<file path="src/rtl/adpll_ctrl.sv">
// ADPLL loop controller: synchronised ref/fb phase detector, PI loop filter with a saturating
// integrator, and an IDLE/ACQUIRE/TRACK/LOCKED gain-scheduling state machine.
module adpll_ctrl #(
  parameter int unsigned CTRL_WIDTH = 5,
  parameter int unsigned ERR_WIDTH  = 8,
  parameter int unsigned BIAS       = 16,
  parameter int unsigned INT_WIDTH  = 12,
  parameter int unsigned INT_FRAC   = 4,
  parameter int unsigned KP_SH_ACQ  = 0,
  parameter int unsigned KI_SH_ACQ  = 1,
  parameter int unsigned KP_SH_TRK  = 1,
  parameter int unsigned KI_SH_TRK  = 3,
  parameter int unsigned LOCK_TOL   = 2,
  parameter int unsigned LOCK_COUNT = 16
) (
  input  logic                  fpga_clk_i,
  input  logic                  reset_i,
  input  logic                  enable_i,
  input  logic                  ref_clk_i,
  input  logic                  fb_clk_i,
  output logic [CTRL_WIDTH-1:0] freq_sel_o,
  output logic [ERR_WIDTH-1:0]  error_o,
  output logic                  err_valid_o,
  output logic                  locked_o,
  output logic [1:0]            state_o
);

  typedef enum logic [1:0] {
    StIdle    = 2'd0,
    StAcquire = 2'd1,
    StTrack   = 2'd2,
    StLocked  = 2'd3
  } state_e;

  localparam int unsigned SumW = CTRL_WIDTH + INT_WIDTH;
  localparam int unsigned LcW  = $clog2(LOCK_COUNT + 1);
  localparam logic [ERR_WIDTH-2:0] CntMax = '1;

  state_e                 state_q, state_d;
  logic [2:0]             ref_sync_q, fb_sync_q;
  logic                   ref_pls_q, fb_pls_q;
  logic                   busy_q, busy_d, ref_lead_q, ref_lead_d;
  logic [ERR_WIDTH-2:0]   cnt_q, cnt_d;
  logic [ERR_WIDTH-1:0]   error_q, upd_err_q;
  logic                   valid_q, timeout_q, upd_q, upd_to_q;
  logic signed [INT_WIDTH-1:0] integ_q, integ_d;
  logic [CTRL_WIDTH-1:0]  freq_q, freq_d;
  logic [LcW-1:0]         lcnt_q, lcnt_d;

  logic                   run, emit, emit_to, stop;
  logic [ERR_WIDTH-1:0]   emit_mag, emit_err;

  assign run = enable_i && (state_q != StIdle);

  // Phase detector: count from the leading edge until the opposite edge arrives.
  always_comb begin
    busy_d     = busy_q;
    ref_lead_d = ref_lead_q;
    cnt_d      = cnt_q;
    emit       = 1'b0;
    emit_to    = 1'b0;
    emit_mag   = {1'b0, cnt_q};
    emit_err   = ref_lead_q ? emit_mag : -emit_mag;
    stop       = ref_lead_q ? fb_pls_q : ref_pls_q;
    if (!run) begin
      busy_d     = 1'b0;
      ref_lead_d = 1'b0;
      cnt_d      = '0;
    end else if (!busy_q) begin
      if (ref_pls_q && fb_pls_q) begin
        emit     = 1'b1;
        emit_err = '0;
      end else if (ref_pls_q || fb_pls_q) begin
        busy_d     = 1'b1;
        ref_lead_d = ref_pls_q;
        cnt_d      = 1;
      end
    end else if (stop || (cnt_q == CntMax)) begin
      emit    = 1'b1;
      emit_to = !stop;
      busy_d  = 1'b0;
      cnt_d   = '0;
    end else begin
      cnt_d = cnt_q + 1'b1;
    end
  end

  int unsigned                 ki_sh, kp_sh;
  logic [ERR_WIDTH-1:0]        err_ki, err_kp, err_abs;
  logic [INT_WIDTH-1:0]        integ_sh;
  logic [INT_WIDTH:0]          integ_sum;
  logic [SumW-1:0]             fsum;
  logic [LcW-1:0]              lcnt_inc;
  logic                        in_tol, reach;

  // Loop filter and mode state machine; LOCKED shares the tracking gains.
  always_comb begin
    ki_sh     = (state_q == StAcquire) ? KI_SH_ACQ : KI_SH_TRK;
    kp_sh     = (state_q == StAcquire) ? KP_SH_ACQ : KP_SH_TRK;
    err_ki    = $signed(error_q) >>> ki_sh;
    err_kp    = $signed(upd_err_q) >>> kp_sh;
    integ_sh  = integ_q >>> INT_FRAC;
    integ_sum = {integ_q[INT_WIDTH-1], integ_q}
              + {{(INT_WIDTH + 1 - ERR_WIDTH){err_ki[ERR_WIDTH-1]}}, err_ki};
    fsum      = SumW'(BIAS)
              - {{(SumW - ERR_WIDTH){err_kp[ERR_WIDTH-1]}}, err_kp}
              - {{(SumW - INT_WIDTH){integ_sh[INT_WIDTH-1]}}, integ_sh};
    err_abs   = upd_err_q[ERR_WIDTH-1] ? -upd_err_q : upd_err_q;
    in_tol    = (err_abs <= ERR_WIDTH'(LOCK_TOL)) && !upd_to_q;
    lcnt_inc  = lcnt_q + 1'b1;
    reach     = in_tol && (lcnt_inc == LcW'(LOCK_COUNT));

    state_d = state_q;
    integ_d = integ_q;
    freq_d  = freq_q;
    lcnt_d  = lcnt_q;
    if (!enable_i || (state_q == StIdle)) begin
      state_d = enable_i ? StAcquire : StIdle;
      integ_d = '0;
      freq_d  = CTRL_WIDTH'(BIAS);
      lcnt_d  = '0;
    end else begin
      if (valid_q) begin
        if (integ_sum[INT_WIDTH] != integ_sum[INT_WIDTH-1]) begin
          integ_d = integ_sum[INT_WIDTH] ? {1'b1, {(INT_WIDTH-1){1'b0}}}
                                         : {1'b0, {(INT_WIDTH-1){1'b1}}};
        end else begin
          integ_d = integ_sum[INT_WIDTH-1:0];
        end
      end
      if (upd_q) begin
        if (fsum[SumW-1]) begin
          freq_d = '0;
        end else if (fsum[SumW-2:CTRL_WIDTH] != '0) begin
          freq_d = '1;
        end else begin
          freq_d = fsum[CTRL_WIDTH-1:0];
        end
        lcnt_d = in_tol ? lcnt_inc : '0;
        unique case (state_q)
          StAcquire: if (reach) begin
            state_d = StTrack;
            lcnt_d  = '0;
          end
          StTrack: if (upd_to_q) begin
            state_d = StAcquire;
            lcnt_d  = '0;
          end else if (reach) begin
            state_d = StLocked;
            lcnt_d  = '0;
          end
          StLocked: begin
            lcnt_d = '0;
            if (upd_to_q) state_d = StAcquire;
            else if (!in_tol) state_d = StTrack;
          end
          default: ;
        endcase
      end
    end
  end

  always_ff @(posedge fpga_clk_i or posedge reset_i) begin
    if (reset_i) begin
      state_q    <= StIdle;
      ref_sync_q <= '0;
      fb_sync_q  <= '0;
      ref_pls_q  <= 1'b0;
      fb_pls_q   <= 1'b0;
      busy_q     <= 1'b0;
      ref_lead_q <= 1'b0;
      cnt_q      <= '0;
      error_q    <= '0;
      valid_q    <= 1'b0;
      timeout_q  <= 1'b0;
      upd_q      <= 1'b0;
      upd_err_q  <= '0;
      upd_to_q   <= 1'b0;
      integ_q    <= '0;
      freq_q     <= CTRL_WIDTH'(BIAS);
      lcnt_q     <= '0;
    end else begin
      state_q    <= state_d;
      ref_sync_q <= {ref_sync_q[1:0], ref_clk_i};
      fb_sync_q  <= {fb_sync_q[1:0], fb_clk_i};
      ref_pls_q  <= ref_sync_q[1] & ~ref_sync_q[2];
      fb_pls_q   <= fb_sync_q[1] & ~fb_sync_q[2];
      busy_q     <= busy_d;
      ref_lead_q <= ref_lead_d;
      cnt_q      <= cnt_d;
      if (emit) error_q <= emit_err;
      valid_q    <= emit;
      timeout_q  <= emit_to;
      // Snapshot the sample so a back-to-back emit cannot disturb the freq update.
      upd_q      <= valid_q && run;
      if (valid_q) begin
        upd_err_q <= error_q;
        upd_to_q  <= timeout_q;
      end
      integ_q    <= integ_d;
      freq_q     <= freq_d;
      lcnt_q     <= lcnt_d;
    end
  end

  assign freq_sel_o  = freq_q;
  assign error_o     = error_q;
  assign err_valid_o = valid_q;
  assign locked_o    = (state_q == StLocked);
  assign state_o     = state_q;

endmodule
</file>
<file path="config.mk">
export PLATFORM = sky130hd
export DESIGN_NAME = adpll_ctrl
export DESIGN_NICKNAME = d
export VERILOG_FILES = /design/src/rtl/adpll_ctrl.sv
export SDC_FILE = /design/constraint.sdc
export NUM_CORES = 1
export LEC_CHECK = 0
export BUFFER_PORTS_ARGS = -buffer_cell sky130_fd_sc_hd__buf_4
export CORE_MARGIN = 2
export CORE_UTILIZATION = 36
export DETAILED_ROUTE_END_ITERATION = 12
export SLEW_MARGIN = 20
export SYNTH_ARGS = -nofsm -noshare
export SYNTH_HDL_FRONTEND = slang
export SYNTH_SLANG_ARGS = --single-unit
</file>
<file path="constraint.sdc">
create_clock -name fpga_clk_i -period 3.25 [get_ports fpga_clk_i]
set_input_delay 0.1625 -clock fpga_clk_i [delete_from_list [all_inputs] [get_ports fpga_clk_i]]
set_output_delay 0.1625 -clock fpga_clk_i [all_outputs]
set_load 0.005 [all_outputs]
</file>
# Word level (Yosys, flattened, before mapping)
# Index checks and enable logic that the tools add are counted.
[word_totals]
register_bits = 61
in_bits = 5
latchBits = 0
n_memories = 0
rom_bits = 0
ramBits = 0
[op_classes]
addsub = 7
eq_ne = 14
div_mod_pow = 0
n_lt_le_gt_ge = 1
multipliers = 0
n_shift = 2
reduce_logical = 20
n_bitwise = 4
muxes = 52
[op_table]
columns = ["op", "count"]
rows = [
  ["12-bit 2-to-1 mux", 4],
  ["5-bit 2-to-1 mux", 9],
  ["8-bit 2-to-1 mux", 5],
  ["7-bit 2-to-1 mux", 5],
  ["1-bit 2-to-1 mux", 19],
  ["2-bit 2-to-1 mux", 8],
  ["5-bit one-hot mux with 3 select lines", 1],
  ["12-bit by 8-bit adder with 13-bit output", 1],
  ["11-bit nonzero test", 1],
  ["9-bit by 8-bit subtractor with 10-bit output", 1],
  ["6-bit by 8-bit subtractor with 9-bit output, first input constant", 1],
  ["8-bit by 2-bit less-or-equal comparator with 1-bit output, second input constant", 1],
  ["7-bit negation with 8-bit output", 1],
  ["8-bit negation", 1],
  ["8-bit by 1-bit >>> shifter with 8-bit output", 1],
  ["8-bit by 2-bit >>> shifter with 8-bit output", 1],
  ["7-bit by 1-bit adder with 7-bit output, second input constant", 1],
  ["7-bit == test, second input constant", 1],
  ["3-bit by 2-bit != test with 1-bit output, second input constant", 2],
  ["2-bit one-hot mux with 3 select lines", 1],
  ["2-bit nonzero test", 3],
  ["5-bit by 1-bit adder with 5-bit output, second input constant", 1],
  ["5-bit == test, second input constant", 1],
  ["1-bit logical AND", 5],
  ["17 further kinds", 25],
]

# Logic depth before layout (Yosys ltp)
[depth]
depth_word = 10
mapped_depth = 17
mapped_depth_nobuf = 15

# Worst setup path after synthesis
# Ideal clock, no wire load.
[synth_path]
path_kind = "register -> register"
from = "reg state_q[1], in the netlist state_o[1]"
to = "reg freq_q[0], in the netlist freq_sel_o[0]"
required_ns = 3.183
period_less_slack_ns = 3.367
path_buffers = 2
setup_slack_ns = -0.117
t_arrival_ns = 3.300
stages_incl_launch_ff = 18
path_cell_list = "dfrtp_1 > buf_4 > nand2b_1 > clkbuf_1 > nand2_1 > o21ai_0 > ha_1 > inv_1 > ha_1 > inv_1 > fa_1 > nor2b_1 > o21ai_0 > a21boi_0 > o211ai_1 > a211oi_1 > nor2b_1 > a221o_1"
[synth_via]
elab_chain_len = 10
elab_cells_between_ends = 13
classes_between = "add/sub: 2; eq/ne: 1; shift: 1; mux: 5; reduce/logical: 4"
[synth_rtl]
columns = ["item", "line_no", "text"]
rows = [
  ["start: declaration", "39", "state_e state_q, state_d;"],
  ["start signal: assignment", "165", "state_q <= StIdle;"],
  ["start signal: assignment", "183", "state_q <= state_d;"],
  ["2-bit by 1-bit == test with 1-bit output", "99", "kp_sh = (state_q == StAcquire) ? KP_SH_ACQ : KP_SH_TRK;"],
  ["1-bit 2-to-1 mux", "99", ""],
  ["8-bit by 1-bit >>> shifter with 8-bit output", "101", "err_kp = $signed(upd_err_q) >>> kp_sh;"],
  ["6-bit by 8-bit subtractor with 9-bit output", "106", "- {{(SumW - ERR_WIDTH){err_kp[ERR_WIDTH-1]}}, err_kp}"],
  ["9-bit by 8-bit subtractor with 10-bit output", "107", "- {{(SumW - INT_WIDTH){integ_sh[INT_WIDTH-1]}}, integ_sh};"],
  ["11-bit nonzero test", "134", "end else if (fsum[SumW-2:CTRL_WIDTH] != '0) begin"],
  ["5-bit 2-to-1 mux", "134", ""],
  ["5-bit 2-to-1 mux", "132", "if (fsum[SumW-1]) begin"],
  ["5-bit 2-to-1 mux", "131", "if (upd_q) begin"],
  ["5-bit 2-to-1 mux", "117", "if (!enable_i || (state_q == StIdle)) begin"],
  ["end signal: assignment", "180", "freq_q <= CTRL_WIDTH'(BIAS);"],
  ["end signal: assignment", "201", "freq_q <= freq_d;"],
  ["end: declaration", "47", "logic [CTRL_WIDTH-1:0] freq_q, freq_d;"],
]
# Parallel ways exist; a longest one is shown, timed or not. The select of a mux whose other input is x is not followed.
# A chain may end at the register's enable or synchronous reset.

# Final worst setup path
[layout_path]
from = "reg state_q[0], in the netlist state_o[0]"
to = "reg integ_q[10]"
[layout_via]
elab_chain_len = 8
elab_cells_between_ends = 12
classes_between = "add/sub: 1; eq/ne: 2; shift: 1; mux: 5; reduce/logical: 3"
[layout_rtl]
columns = ["item", "line_no", "text"]
rows = [
  ["2-bit by 1-bit == test with 1-bit output", "98", "ki_sh = (state_q == StAcquire) ? KI_SH_ACQ : KI_SH_TRK;"],
  ["2-bit 2-to-1 mux", "98", ""],
  ["8-bit by 2-bit >>> shifter with 8-bit output", "100", "err_ki = $signed(error_q) >>> ki_sh;"],
  ["12-bit by 8-bit adder with 13-bit output", "104", "+ {{(INT_WIDTH + 1 - ERR_WIDTH){err_ki[ERR_WIDTH-1]}}, err_ki};"],
  ["12-bit 2-to-1 mux / 1-bit != test (equally long branches)", "125, 124", ""],
  ["12-bit 2-to-1 mux", "124", "if (integ_sum[INT_WIDTH] != integ_sum[INT_WIDTH-1]) begin"],
  ["12-bit 2-to-1 mux", "123", "if (valid_q) begin"],
  ["12-bit 2-to-1 mux", "117", ""],
  ["end signal: assignment", "200", "integ_q <= integ_d;"],
  ["end: declaration", "46", "logic signed [INT_WIDTH-1:0] integ_q, integ_d;"],
]
# Parallel ways exist; a longest one is shown, timed or not. The select of a mux whose other input is x is not followed.

==> results.toml <==
[run_status]
run_status = "complete, but fails checks"
violations = "negative hold slack"

[route]
drtAntennaViolNets = 0
post_drt_wl_per_cell_um = 13.76
drc = 0
vias = 3296
drt_wl_total_mm = 8.727
via_per_inst = 5.199
drt_iter0_markers = 161
dr.pass1.iters = 4

[worst_hold_path]
hold_class = "input pin to asynchronous set/reset pin"

[yosys]
synth_fa_ha_area_share_pct = 12.06
synthFlopType = "dfrtp_1"
syn_area_mm2 = 0.003963
synth_cells = 451
synth-xor-area-share_pct = 4.200
syn-num-nets = 493
synth_compound_gate_area_share_pct = 21.63
synth_edf_count = 0
synth_top_family_by_area = "compound AO/OA/AOI/OAI gates"
yosys_register_bits = 61
avgSynthCellArea_um2 = 8.786
ys_types = 57
synthSimpleGateAreaFrac_pct = 15.00
synth_warnings = 0
ys_seq_area_share_pct = 38.55
async_reset_ff_share_pct = 100.0
synthMuxAreaShare_pct = 3.473

[critical_path]
worst-setup-path-type = "flip-flop to flip-flop"
reg2regPathDepth = 14
endpoint_kind = "flip-flop"
worstPathMaxFanout = 17
critPathRequiredTime_ns = 3.50
crit_arrival_ns = 3.29
start_kind = "flip-flop"

[final_layout]
fillers = 1045
fin_nets = 531
num_antenna_cells = 0
drive_above_1_share_pct = 14.37
layout.cells.most_common_list = "59 x dfrtp_1, 55 x nand2_1, 51 x o21ai_0"
syn_to_final_growth_pct = 16.48
final_util_pct = 42.77
final_common_cell = "dfrtp_1"

[die]
initial_utilization_pct = 36.71
num_rows = 38
io_pins = 22
die_h_um = 108.9
coreArea_mm2 = 0.01079
fp.dieW_um = 108.9
dieArea_mm2 = 0.01186

[power_and_ir_drop]
leakage_nw = 2.147
power_mw = 1.815
clkPwrFrac_pct = 38.1
power.share.sequential_pct = 44.5
intPower_mw = 1.285
irDropWorstVdd_mv = 0.2150
switching_share_pct = 29.20
p_comb_share_pct = 17.4
p_per_area_mw_per_mm2 = 393.3
p_switching_mw = 0.5301

[grt]
grt_first_pass_wirelength_mm = 14.82
grt_start_max_net_pins = 47
grtUsageTotal_pct = 15.61
antenna_found_initial = 0
grt_pass1_vias = 3157
grt-ovfl-total = 0

[cts]
clockBufferDepth = 2
htreeDepth = 3
clock_latency_ns = 0.34
cts_tree = "done"
cts_buffers = 9
clock-sinks = 61
clk_pin_slew_ns = 0.08
cts_root_buffer = "clkbuf_8"

[place]
dp_hpwl_mm = 6.466
portBuffers = 21
gp_congestion = 0.8139

[timing]
holdWs_ns = -0.05960
slew_viol_final = 0
maxSlewHeadroom_pct = 37.36
min_period_ns = 3.036
fin_crit_sh_pct = 93.42
tightest_slew_ns = 0.9396
fmax_mhz = 329.4
clock_skew_ns = 0.01515
setup_viol = 0
timing.final.hold_violations = 44

[run]
cap_viol_max_count = 0
routing by layer:
layer,vias to the layer above,global-route usage [%],part of all wire (%)
li1,1663,-,-
met1,1582,20.34,46
met2,46,26.75,50
met3,5,3.646,3.1
met4,0,2.656,0.54
met5,-,0,0
logic make-up (layout without fill, tap and decap cells):
group           Yosys count  after routing
fa+ha+maj                37             37
xor+xnor                 19             19
buf+inv                  52             95
flops                    61             61
simple gates            127            127
mux                      13             13
compound gates          142            142
critical path: stages (launching register included):
cell and delay (ns):
dfrtp_2 0.45, inv_1 0.08, nor2_1 0.05, buf_6 0.13, buf_4 0.13, nand2_1 0.05
nand2_1 0.07, ha_1 0.35, nand3_1 0.11, o2111a_1 0.27, or3_1 0.36, o31ai_1 0.24
a311o_2 0.32, o21ai_0 0.14, a31oi_1 0.19
layout make-up:
class	instances	area [um^2]	share of cell area [%]
inverters	40	151.4	3.280
repair buffers	39	301.5	6.533
flip-flops and latches	61	1529	33.13
well taps	140	175.2	3.795
clock buffers	9	123.9	2.684
multi-input cells	338	2256	48.87
clock inverters	7	78.83	1.708
cells in the mapped netlist, drive strengths merged, types with 4 or more instances:
cell type | instances | area [um^2]
a21o | 8 | 60.06
a21oi | 39 | 198.9
a31oi | 6 | 37.54
and3 | 4 | 25.02
buf | 4 | 21.27
clkbuf | 8 | 30.03
dfrtp | 60 | 1501
ha | 35 | 437.9
inv | 39 | 146.4
mux2 | 6 | 67.56
mux2i | 7 | 70.07
nand2 | 55 | 206.5
nand2b | 4 | 25.02
nand3 | 9 | 45.04
nor2 | 26 | 97.59
nor2b | 5 | 31.28
nor3 | 6 | 30.03
o21a | 5 | 37.54
o21ai | 56 | 280.3
xnor2 | 14 | 122.6
xor2 | 5 | 43.79
metrics by stage:
| step | instances | hold WS, ns | instance area (um^2) | worst slack (ns) | TNS, ns |
|---|---|---|---|---|---|
| finish | 634 | -0.05960 | 4616 | 0.2138 | 0 |
| global route | 634 | 0.01575 | 4616 | -0.01237 | -0.01961 |
| global placement | 611 | 0.2750 | 4332 | 0.2785 | 0 |
| floorplan | 451 | 0.1939 | 3968 | 0.05846 | 0 |
| CTS | 629 | 0.07785 | 4554 | 0.1385 | 0 |
| detailed placement | 611 | 0.2746 | 4332 | 0.1510 | 0 |
final timing paths:
path | slack, ns | from | to
max in group asynchronous | 2.59 | reset_i | upd_err_q[3]$_DFFE_PP0P_
min | -0.06 | reset_i | ref_pls_q$_DFF_PP0_
min reg2reg | 0.35 | ref_sync_q[0]$_DFF_PP0_ | ref_sync_q[1]$_DFF_PP0_
max | 0.21 | state_o[0]$_DFFE_PP0P_ | integ_q[10]$_DFFE_PP0P_
max reg2reg | 0.21 | state_o[0]$_DFFE_PP0P_ | integ_q[10]$_DFFE_PP0P_
min in group fpga_clk_i | 0.11 | enable_i | state_o[1]$_DFFE_PP0P_
power groups by stage:
stage                     Clock [mW]  Sequential, mW  Combinational, mW
final                          0.692           0.807              0.316
after global routing           0.741           0.811              0.357
after CTS                      0.713           0.806              0.295
after detailed placement           0           0.821              0.292
after global placement             0           0.821              0.286
after floorplan                    0           0.811              0.223
sequential cells by signal, indices dropped and copies added, names as in the netlist, 2 cells and up:
signal / count
cnt_q: 7
error_o: 8
fb_sync_q: 3
freq_sel_o: 5
integ_q: 12
lcnt_q: 5
ref_sync_q: 3
state_o: 2
upd_err_q: 8
timing repair:
item	in CTS	in global routing
setup buffers	0	5
endpoints found under the setup margin	0	8
gates resized for setup	0	9
endpoints found under the hold margin	2	0
hold buffers	2	0
Power figures use the tool's default switching activity.
